<file path="src/rtl/narma_pkg.sv">
// narma_pkg: Q6.10 format constants, default NARMA-10 coefficients,
// controller state encoding and the saturation helper shared by the datapath.
package narma_pkg;

  localparam int Q_W    = 16;
  localparam int Q_FRAC = 10;

  localparam int DEF_ORDER  = 10;
  localparam int DEF_COEF_A = 307;   // 0.3  in Q.10
  localparam int DEF_COEF_B = 51;    // 0.05 in Q.10
  localparam int DEF_COEF_C = 1536;  // 1.5  in Q.10
  localparam int DEF_COEF_D = 102;   // 0.1  in Q.10

  typedef enum logic [1:0] {IDLE, SUM, MUL, OUT} state_t;

  typedef struct packed {
    logic        ovf;
    logic [31:0] val;
  } sat_t;

  // Clamp a 32-bit unsigned intermediate to width bits and report overflow
  function automatic sat_t satClamp(input logic [31:0] val, input int unsigned width);
    sat_t        res;
    logic [31:0] maxVal;
    maxVal  = (32'd1 << width) - 32'd1;
    res.ovf = (val > maxVal);
    res.val = res.ovf ? maxVal : val;
    return res;
  endfunction

endpackage

</file>
<file path="src/rtl/narma_step_controller_if.sv">
// narma_step_controller_if: input-sample and output-result valid/ready channels.
interface narma_step_controller_if
  import narma_pkg::*;
#(
  parameter int W = Q_W
) ();

  logic         in_valid;
  logic         in_ready;
  logic [W-1:0] u_in;
  logic         out_valid;
  logic         out_ready;
  logic [W-1:0] y_out;

  modport master (
    output in_valid, u_in, out_ready,
    input  in_ready, out_valid, y_out
  );

  modport slave (
    input  in_valid, u_in, out_ready,
    output in_ready, out_valid, y_out
  );

endinterface

</file>
<file path="src/rtl/narma_history_buffer.sv">
// narma_history_buffer: circular sample history. Reads are addressed relative
// to the write pointer: offset 0 is the slot about to be overwritten, offset 1
// is the oldest entry of the ORDER-1 window and offset DEPTH-1 is the newest.
module narma_history_buffer
  import narma_pkg::*;
#(
  parameter int DEPTH = DEF_ORDER,
  parameter int W     = Q_W,
  parameter int PW    = (DEPTH > 1) ? $clog2(DEPTH) : 1
) (
  input  logic          clk,
  input  logic          reset,
  input  logic          clear_i,
  input  logic          wrEn_i,
  input  logic [PW-1:0] wrPtr_i,
  input  logic [W-1:0]  wrData_i,
  input  logic [PW-1:0] rdOffset_i,
  output logic [W-1:0]  rdData_o
);

  logic [W-1:0] mem_q [DEPTH];
  logic [PW:0]  rdSum;
  logic [PW-1:0] rdAddr;

  // Pointer-relative read address, wrapped modulo DEPTH
  always_comb begin
    rdSum = {1'b0, wrPtr_i} + {1'b0, rdOffset_i};
    if (rdSum >= (PW+1)'(DEPTH)) begin
      rdSum = rdSum - (PW+1)'(DEPTH);
    end
    rdAddr = rdSum[PW-1:0];
  end

  assign rdData_o = mem_q[rdAddr];

  // Storage: async reset and sync clear zero every slot, otherwise write at pointer
  always_ff @(posedge clk or posedge reset) begin
    if (reset) begin
      for (int i = 0; i < DEPTH; i++) mem_q[i] <= '0;
    end else if (clear_i) begin
      for (int i = 0; i < DEPTH; i++) mem_q[i] <= '0;
    end else if (wrEn_i) begin
      mem_q[wrPtr_i] <= wrData_i;
    end
  end

endmodule

</file>
<file path="src/rtl/narma_step_controller.sv">
// narma_step_controller: one NARMA-10 step per accepted sample, computed with
// a history sweep (SUM) and a shared-multiplier sequence (MUL), then held in OUT.
module narma_step_controller
  import narma_pkg::*;
#(
  parameter int ORDER  = DEF_ORDER,
  parameter int W      = Q_W,
  parameter int FRAC   = Q_FRAC,
  parameter int COEF_A = DEF_COEF_A,
  parameter int COEF_B = DEF_COEF_B,
  parameter int COEF_C = DEF_COEF_C,
  parameter int COEF_D = DEF_COEF_D
) (
  input  logic                      clk,
  input  logic                      reset,
  input  logic                      clear,
  narma_step_controller_if.slave    bus,
  output logic                      busy,
  output logic [15:0]               sample_count,
  output logic                      sat_flag
);

  localparam int PW     = (ORDER > 1) ? $clog2(ORDER) : 1;
  localparam int AW     = W + PW;
  localparam int PROD_W = W + AW;

  state_t        state_q;
  logic [PW-1:0] ptr_q;
  logic [PW-1:0] idx_q;
  logic [2:0]    step_q;
  logic [AW-1:0] acc_q;
  logic [W-1:0]  yCur_q, uCur_q, uOld_q;
  logic [W-1:0]  t1_q, p_q, t2_q, q_q, t3_q;
  logic          satStep_q;
  logic [W-1:0]  yOut_q;
  logic          outValid_q, inReady_q, busy_q, satFlag_q;
  logic [15:0]   count_q;

  logic [W-1:0]      yRdData, uRdData;
  logic              histWr, histClr;
  logic [W-1:0]      mulA;
  logic [AW-1:0]     mulB;
  logic [PROD_W-1:0] product;
  logic [31:0]       rawSum;
  sat_t              mulSat, addSat;

  assign histWr  = (state_q == OUT) && bus.out_ready;
  assign histClr = (state_q == IDLE) && clear;

  narma_history_buffer #(.DEPTH(ORDER), .W(W), .PW(PW)) yHist (
    .clk(clk), .reset(reset), .clear_i(histClr), .wrEn_i(histWr),
    .wrPtr_i(ptr_q), .wrData_i(yOut_q), .rdOffset_i(idx_q), .rdData_o(yRdData)
  );

  narma_history_buffer #(.DEPTH(ORDER), .W(W), .PW(PW)) uHist (
    .clk(clk), .reset(reset), .clear_i(histClr), .wrEn_i(histWr),
    .wrPtr_i(ptr_q), .wrData_i(uCur_q), .rdOffset_i(PW'(1)), .rdData_o(uRdData)
  );

  // Shared multiplier operand select per MUL step, plus the final add and clamp
  always_comb begin
    mulA = '0;
    mulB = '0;
    case (step_q)
      3'd0: begin mulA = W'(COEF_A); mulB = AW'(yCur_q); end
      3'd1: begin mulA = yCur_q;     mulB = acc_q;        end
      3'd2: begin mulA = W'(COEF_B); mulB = AW'(p_q);    end
      3'd3: begin mulA = uCur_q;     mulB = AW'(uOld_q); end
      3'd4: begin mulA = W'(COEF_C); mulB = AW'(q_q);    end
      default: ;
    endcase
    product = PROD_W'(mulA) * PROD_W'(mulB);
    mulSat  = satClamp(32'(product >> FRAC), W);
    rawSum  = 32'(t1_q) + 32'(t2_q) + 32'(t3_q) + 32'(COEF_D);
    addSat  = satClamp(rawSum, W);
  end

  // Controller FSM: accept, sweep history, multiply sequence (final add in the
  // cycle after t3 lands), then hold the result until the consumer takes it
  always_ff @(posedge clk or posedge reset) begin
    if (reset) begin
      state_q    <= IDLE;
      ptr_q      <= '0;
      idx_q      <= '0;
      step_q     <= '0;
      acc_q      <= '0;
      yCur_q     <= '0;
      uCur_q     <= '0;
      uOld_q     <= '0;
      t1_q       <= '0;
      p_q        <= '0;
      t2_q       <= '0;
      q_q        <= '0;
      t3_q       <= '0;
      satStep_q  <= 1'b0;
      yOut_q     <= '0;
      outValid_q <= 1'b0;
      inReady_q  <= 1'b1;
      busy_q     <= 1'b0;
      satFlag_q  <= 1'b0;
      count_q    <= '0;
    end else begin
      case (state_q)
        IDLE: begin
          if (clear) begin
            ptr_q     <= '0;
            count_q   <= '0;
            satFlag_q <= 1'b0;
          end else if (bus.in_valid) begin
            uCur_q    <= bus.u_in;
            acc_q     <= '0;
            idx_q     <= '0;
            inReady_q <= 1'b0;
            busy_q    <= 1'b1;
            state_q   <= SUM;
          end
        end
        SUM: begin
          acc_q <= acc_q + AW'(yRdData);
          if (idx_q == '0) uOld_q <= uRdData;
          if (idx_q == PW'(ORDER-1)) begin
            yCur_q    <= yRdData;
            idx_q     <= '0;
            step_q    <= '0;
            satStep_q <= 1'b0;
            state_q   <= MUL;
          end else begin
            idx_q <= idx_q + PW'(1);
          end
        end
        MUL: begin
          case (step_q)
            3'd0: t1_q <= mulSat.val[W-1:0];
            3'd1: p_q  <= mulSat.val[W-1:0];
            3'd2: t2_q <= mulSat.val[W-1:0];
            3'd3: q_q  <= mulSat.val[W-1:0];
            3'd4: t3_q <= mulSat.val[W-1:0];
            default: ;
          endcase
          if (step_q == 3'd5) begin
            yOut_q     <= (satStep_q || addSat.ovf) ? '1 : addSat.val[W-1:0];
            if (satStep_q || addSat.ovf) satFlag_q <= 1'b1;
            outValid_q <= 1'b1;
            state_q    <= OUT;
          end else begin
            satStep_q <= satStep_q | mulSat.ovf;
            step_q    <= step_q + 3'd1;
          end
        end
        OUT: begin
          if (bus.out_ready) begin
            outValid_q <= 1'b0;
            inReady_q  <= 1'b1;
            busy_q     <= 1'b0;
            count_q    <= count_q + 16'd1;
            ptr_q      <= (ptr_q == PW'(ORDER-1)) ? '0 : ptr_q + PW'(1);
            state_q    <= IDLE;
          end
        end
        default: state_q <= IDLE;
      endcase
    end
  end

  assign bus.in_ready  = inReady_q;
  assign bus.out_valid = outValid_q;
  assign bus.y_out     = yOut_q;
  assign busy          = busy_q;
  assign sample_count  = count_q;
  assign sat_flag      = satFlag_q;

endmodule

</file>
<file path="src/flat_wrapper.sv">
// flat-port wrapper written by rule: the top's interface ports become plain ports
module narma_step_controller_flat import narma_pkg::*;
#(
  parameter int ORDER  = DEF_ORDER,
  parameter int W      = Q_W,
  parameter int FRAC   = Q_FRAC,
  parameter int COEF_A = DEF_COEF_A,
  parameter int COEF_B = DEF_COEF_B,
  parameter int COEF_C = DEF_COEF_C,
  parameter int COEF_D = DEF_COEF_D
)
  (clk, reset, clear, busy, sample_count, sat_flag, bus_in_valid, bus_u_in, bus_out_ready, bus_in_ready, bus_out_valid, bus_y_out);
  narma_step_controller_if #(.W(W)) bus_i ();
  input  logic clk;
  input  logic reset;
  input  logic clear;
  output logic busy;
  output logic [15:0] sample_count;
  output logic sat_flag;
  input wire logic [$bits(bus_i.in_valid)-1:0] bus_in_valid;
  input wire logic [$bits(bus_i.u_in)-1:0] bus_u_in;
  input wire logic [$bits(bus_i.out_ready)-1:0] bus_out_ready;
  output wire logic [$bits(bus_i.in_ready)-1:0] bus_in_ready;
  output wire logic [$bits(bus_i.out_valid)-1:0] bus_out_valid;
  output wire logic [$bits(bus_i.y_out)-1:0] bus_y_out;
  assign bus_i.in_valid = bus_in_valid;
  assign bus_i.u_in = bus_u_in;
  assign bus_i.out_ready = bus_out_ready;
  assign bus_in_ready = bus_i.in_ready;
  assign bus_out_valid = bus_i.out_valid;
  assign bus_y_out = bus_i.y_out;
  narma_step_controller #(.ORDER(ORDER), .W(W), .FRAC(FRAC), .COEF_A(COEF_A), .COEF_B(COEF_B), .COEF_C(COEF_C), .COEF_D(COEF_D)) u_core (.clk(clk), .reset(reset), .clear(clear), .bus(bus_i), .busy(busy), .sample_count(sample_count), .sat_flag(sat_flag));
endmodule
</file>
<file path="config.mk">
export PLATFORM = sky130hd
export DESIGN_NAME = narma_step_controller_flat
export DESIGN_NICKNAME = d
export VERILOG_FILES = /design/src/rtl/narma_pkg.sv /design/src/rtl/narma_step_controller_if.sv /design/src/rtl/narma_history_buffer.sv /design/src/rtl/narma_step_controller.sv /design/src/flat_wrapper.sv
export SDC_FILE = /design/constraint.sdc
export NUM_CORES = 2
export LEC_CHECK = 0
export ABC_AREA = 1
export CAP_MARGIN = 20
export CORE_ASPECT_RATIO = 1.1
export CORE_UTILIZATION = 40
export DETAILED_ROUTE_END_ITERATION = 7
export SETUP_SLACK_MARGIN = 0.02
export SLEW_MARGIN = 10
export SYNTH_ARGS = -nofsm -noshare
export SYNTH_HDL_FRONTEND = slang
export SYNTH_HIERARCHICAL = 1
export SYNTH_SLANG_ARGS = --single-unit
</file>
<file path="constraint.sdc">
create_clock -name clk -period 21.1 [get_ports clk]
set_clock_uncertainty 0.15 [all_clocks]
set_input_delay 4.22 -clock clk [delete_from_list [all_inputs] [get_ports clk]]
set_output_delay 4.22 -clock clk [all_outputs]
set_load 0.03 [all_outputs]
</file>
* Yosys cells after proc, flatten, opt, wreduce, memory -nomap -nowiden
Index checks and enable logic that the tools add are counted.
Storage, ports and cells: bits in registers 518, latch bits 0, memory bits (writable) 0, ROM bits 0, bits of input ports 21, logic and storage cells 174, memories kept 0
Cells by class: $add $sub $neg 12, multiply operators 1, divide/modulo/power cells 0, magnitude comparators 8, eq/ne operators 18, shift-type cells 0, muxes and demuxes 61, bitwise gates (word level) 5, reductions and logical operators 29
Operator list (count):
- $mux W160 | 4
- $bwmux W160 | 2
- $mux W16 | 10
- $bmux W16 S4 | 2
- $pmux W20 S5 | 1
- $pmux W16 S5 | 1
- $demux W16 S4 | 1
- $mux W20 | 2
- $pmux W20 S2 | 1
- $mul A16 B20 Y36 | 1
- $add A32 B16 Y32 | 1
- $add A32 B7 Y32 const B | 1
- $gt A32 B16 Y1 const B | 1
- $mux W4 | 8
- $pmux W16 S2 | 1
- $gt A26 B16 Y1 const B | 1
- $add A20 B16 Y20 | 1
- $add A16 B16 Y17 | 1
- $add A16 B1 Y16 const B | 1
- $pmux W4 S2 | 2
- $reduce_and A2 Y1 | 8
- $ge A5 B5 Y1 const B | 3
- $not A4 Y5 | 3
- $reduce_and A3 Y1 | 5
- 31 further kinds | 72

* Logic depth before layout (Yosys ltp)
word-level depth 9, gate-level depth with buffers 40, mapped depth without buffers 37

* By module
The synthesis kept the hierarchy.
Modules (own cells, without submodules):
- narma_step_controller | instances 1, cells each 2649, area an instance 21317.9 µm², seq. area each 4956.0 µm²
- narma_history_buffer | instances 2, cells each 945, area an instance 7870.0 µm², seq. area each 4003.8 µm²

* Worst setup path before layout
OpenSTA, ideal clock, no wires.
path kind register to register, from register u_core.step_q[0], to register u_core.p_q[2], setup time 130 ps, data arrival time 7526 ps, data required time 20820 ps, slack 13293 ps, cell stages (with the launch flop) 35, cells stage by stage dfrtp_1 ha_1 ha_1 buf_2 inv_2 clkbuf_1 o22ai_1 nor4_1 clkinv_1 nand2_1 fa_1 fa_1 fa_1 inv_1 fa_1 fa_1 inv_1 fa_1 inv_1 ha_1 a21oi_1 o21ai_0 a21oi_1 nor2_1 a211oi_1 nand2_1 nand2_1 nand2_1 nor2_2 nand4_2 nor2_8 buf_12 nand3_4 nand2_1 o21ai_1
Between the ends: cells in the longest elaborated chain, start to end 5
Ends and longest elaborated chain:
- from (decl) | line narma_step_controller.sv:30 | logic [2:0] step_q;
- from (signal assigned) | line narma_step_controller.sv:147 | step_q <= step_q + 3'd1;
- $eq A3 B3 Y1 (tied with other cells) | line narma_step_controller.sv:64 | case (step_q)
- $pmux W16 S5 or $pmux W20 S5 (tied branches) | line narma_step_controller.sv:64
- $mul A16 B20 Y36 | line narma_step_controller.sv:72 | product = PROD_W'(mulA) * PROD_W'(mulB);
- $gt A26 B16 Y1 | line narma_pkg.sv:26 | res.ovf = (val > maxVal);
- $mux W16 | line narma_pkg.sv:27 | res.val = res.ovf ? maxVal : val;
- to (signal assigned) | line narma_step_controller.sv:134 | 3'd1: p_q <= mulSat.val[W-1:0];
- to (decl) | line narma_step_controller.sv:33 | logic [W-1:0] t1_q, p_q, t2_q, q_q, t3_q;
Several ways; a longest one is shown, not always the timed one. A chain may end at the register's enable or synchronous reset.

* Worst setup path in the final report
from register u_core.step_q[2], to register u_core.t2_q[1]
Between the ends: cells in the longest elaborated chain, start to end 5
Ends and longest elaborated chain:
- $eq A3 B3 Y1 (tied with other cells) | line narma_step_controller.sv:64
- $pmux W16 S5 or $pmux W20 S5 (tied branches) | line narma_step_controller.sv:64
- $mul A16 B20 Y36 | line narma_step_controller.sv:72
- $gt A26 B16 Y1 | line narma_pkg.sv:26
- $mux W16 | line narma_pkg.sv:27
- to (signal assigned) | line narma_step_controller.sv:135 | 3'd2: t2_q <= mulSat.val[W-1:0];
- to (decl) | line narma_step_controller.sv:33
Several ways; a longest one is shown, not always the timed one.

==> results.md <==
- Relative slew slack: 0.242
- Final period util: 0.444
- YS warnings: 6
- Global-route wire length before repair: 180 mm
- Crit path kind: flop to flop
- Initial antenna violation count: 0
- HPWL after DPL: 81.4 mm
- Crit-path slowest cell: o22ai_1
- Total wire length: approximately 110 mm
- CTS tree: built
- WHS: between 0.3 and 0.4 ns
- Pin count of the biggest net entering global routing: 99
- H-tree depth: 2
- Fin nets: ~5000
- Critical path required time: 21.45 ns
- Critical Path Source Type: flop
- Max-slew violations: 0
- Status: finished clean
- Most frequent CP cell: fa_1
- Main synth FF type: dfrtp_1
- Hold Buf Count CTS: 0
- Metal3 WL: ~6.5 mm
- Main area contributors after synthesis: dfrtp_1, fa_1, nand2_1
- DRC violations left: 0
- Final count of hold timing violations: 0
- Critical path's largest stage delay: 0.83 ns
- Metal-1 WL: 49.1 mm
- RSZ-0062 raised after global routing: no
- Commonest cells after routing, fill and taps aside: nand2_1, inv_1, dfrtp_1, nand3_1, nor2_1
- Hold path endpoint: u_core/p_q[0]$_DFFE_PP0P_
- Initial DRC Count: 2994
- Met2 Routed Length: 54.2 mm
- Setup TNS: 0 ns
- Routed wire length per instance: 19.8 um
- Number of iterations in the first detailed-routing pass: 5
- Worst Max-Slew Pin Slew: 1.14 ns
- Worst-path maximum fanout: 25
- Mean Syn Cell Area: 8.16 sq um
- Vias in the first global route: 30806
- ANT nets after route: 0
- WHS Path Cells: 2
- MaxCap Viol Count: 0
- Reg-to-reg critical path endpoint: u_core/t2_q[1]$_DFFE_PP0P_
- Highest routed metal layer: met4
- Antenna diodes: 0
- Port bufs: between 50 and 60
- Yosys top cell by area: dfrtp_1
- Critical Path End Type: flop
- Commonest non-fill, non-tap cell in the layout: nand2_1
- Final setup viols: 0
- Arr. time, crit path: about 10 ns
- Post-route minimum period: 9.37 ns
- Achievable Freq: approximately 110 MHz
- Resize count post-CTS: 0
- Mapped Cells: around 4500
- Yosys cell types: 60
- Worst-Skew Late Latency: 0.63 ns
- Synth Cell Area: 37100 sq um
- Layout cell share with drive strength beyond 1: 0.0563
- Via count: 31333
- I/O pins: between 50 and 60
- Critical R2R Launch: u_core/step_q[2]$_DFFE_PP0P_
- Cts bufs inserted: 55
- Grt ovf: 0
- Clk buf depth: 3
- Die width: 292 um
- Number of flops mapped to enable cells by yosys: 0
- Die ar.: 93900 sq um
- Worst Hold Class: flop to flop
- Biggest regs: u_core/uHist/mem_q (160), u_core/yHist/mem_q (160), u_core/acc_q (20)
- Post-synth top area share: 0.349
- Worst reg-to-reg path cell count: 31
- Syn-to-layout area delta: 10.1%
- GR Util All Layers: 0.245
- #FFs+latches synth: 518
- Sequential share of the synthesized area: 0.350
- CTS sink cnt: 518
- Core ar.: ~91000 sq um
- Async set-or-reset flop fraction in the synthesized netlist: 1.00
- Postcts setup bufs: 0
- Die Y: 321 um
- Vias/cell: 5.45
- Worst-path clk slew: 0.06 ns
- Clock root buffer: clkbuf_16
- Row cnt: 116
- Placer Congestion: ~0.95
- Initial Util: 0.405
- Register-to-register setup slack: 11.73 ns
- Hold Crit Start: u_core/p_q[0]$_DFFE_PP0P_
-- worst max-delay path, delay by kind of cell, from the launching register on --
kind	cells	cell delay [ns]
AOI/OAI and AO/OA	6	1.73
adders and majority gates	8	3.72
buffers and inverters	7	1.36
and+or+nand+nor	10	1.67
DFF	1	0.55
-- worst max path at each step --
stage / slack, ns / depth (start not counted) / from / end
after floorplan: 11.33 / 1 / reset / u_core/acc_q[0]$_DFFE_PP0P_
after global placement: 11.87 / 32 / u_core/step_q[2]$_DFFE_PP0P_ / u_core/q_q[15]$_DFFE_PP0P_
after detailed placement: 11.80 / 32 / u_core/step_q[2]$_DFFE_PP0P_ / u_core/q_q[12]$_DFFE_PP0P_
after CTS: 11.77 / 32 / u_core/step_q[2]$_DFFE_PP0P_ / u_core/q_q[12]$_DFFE_PP0P_
after global routing: 11.17 / 32 / u_core/step_q[2]$_DFFE_PP0P_ / u_core/q_q[12]$_DFFE_PP0P_
final: 11.73 / 31 / u_core/step_q[2]$_DFFE_PP0P_ / u_core/t2_q[1]$_DFFE_PP0P_
-- cell usage after synthesis (all sizes together) (7+ instances only) --
master  instances
nand2         859
inv           706
dfrtp         517
nand3         435
nor2          380
o21ai         373
fa            269
a21oi         205
ha            176
o22ai         162
clkbuf        127
buf            78
nand4          40
nor3           38
mux2i          34
xnor2          26
nor4           17
clkinv         14
xor2           14
a22oi          12
nor3b           7
-- routing by layer --
| metal | up-vias | GRT usage |
|---|---|---|
| met5 | - | 0 |
| met4 | 0 | 0.0861 |
| met3 | 236 | 0.0251 |
| met2 | 993 | 0.405 |
| met1 | 15493 | 0.332 |
| li1 | 14611 | - |
-- through the flow --
stage          setup WS [ns]  instances   util  instance area [sq um]
2_1_floorplan          11.33       4542      -                  37100
3_3_place_gp           11.87       5637  0.424                  38800
3_5_place_dp           11.80       5639  0.424                  38800
4_1_cts                11.77       5740  0.445                  40700
5_1_grt                11.17       5744  0.446                  40800
6_report               11.73       5744  0.446                  40800
-- area by class of cell --
type / instances / area (sq um)
Timing Repair Buffer: 126 / 1150
Clock buffer: 77 / 1640
Sequential cell: 518 / 13000
Fill cell: 9144 / 50600
Inverter: 720 / 2730
Multi-Input combinational cell: 3099 / 20600
Clock inverter: 24 / 289
Tap cell: 1180 / 1480
-- logic make-up (layout without fill, tap and decap cells) --
kind of cell,Yosys count,after routing,share of synthesized area
compound gates,789,789,0.116
flops,518,518,0.350
mux,37,37,0.0101
xor+xnor,40,40,0.0105
simple gates,1783,1783,0.211
other cells,2,5,0.000203
fa+ha+maj,445,445,0.205
buf+inv,925,947,0.0973
Power is not shown: default switching activity piles up to over one toggle a cycle in this logic, so the estimate is an artifact.
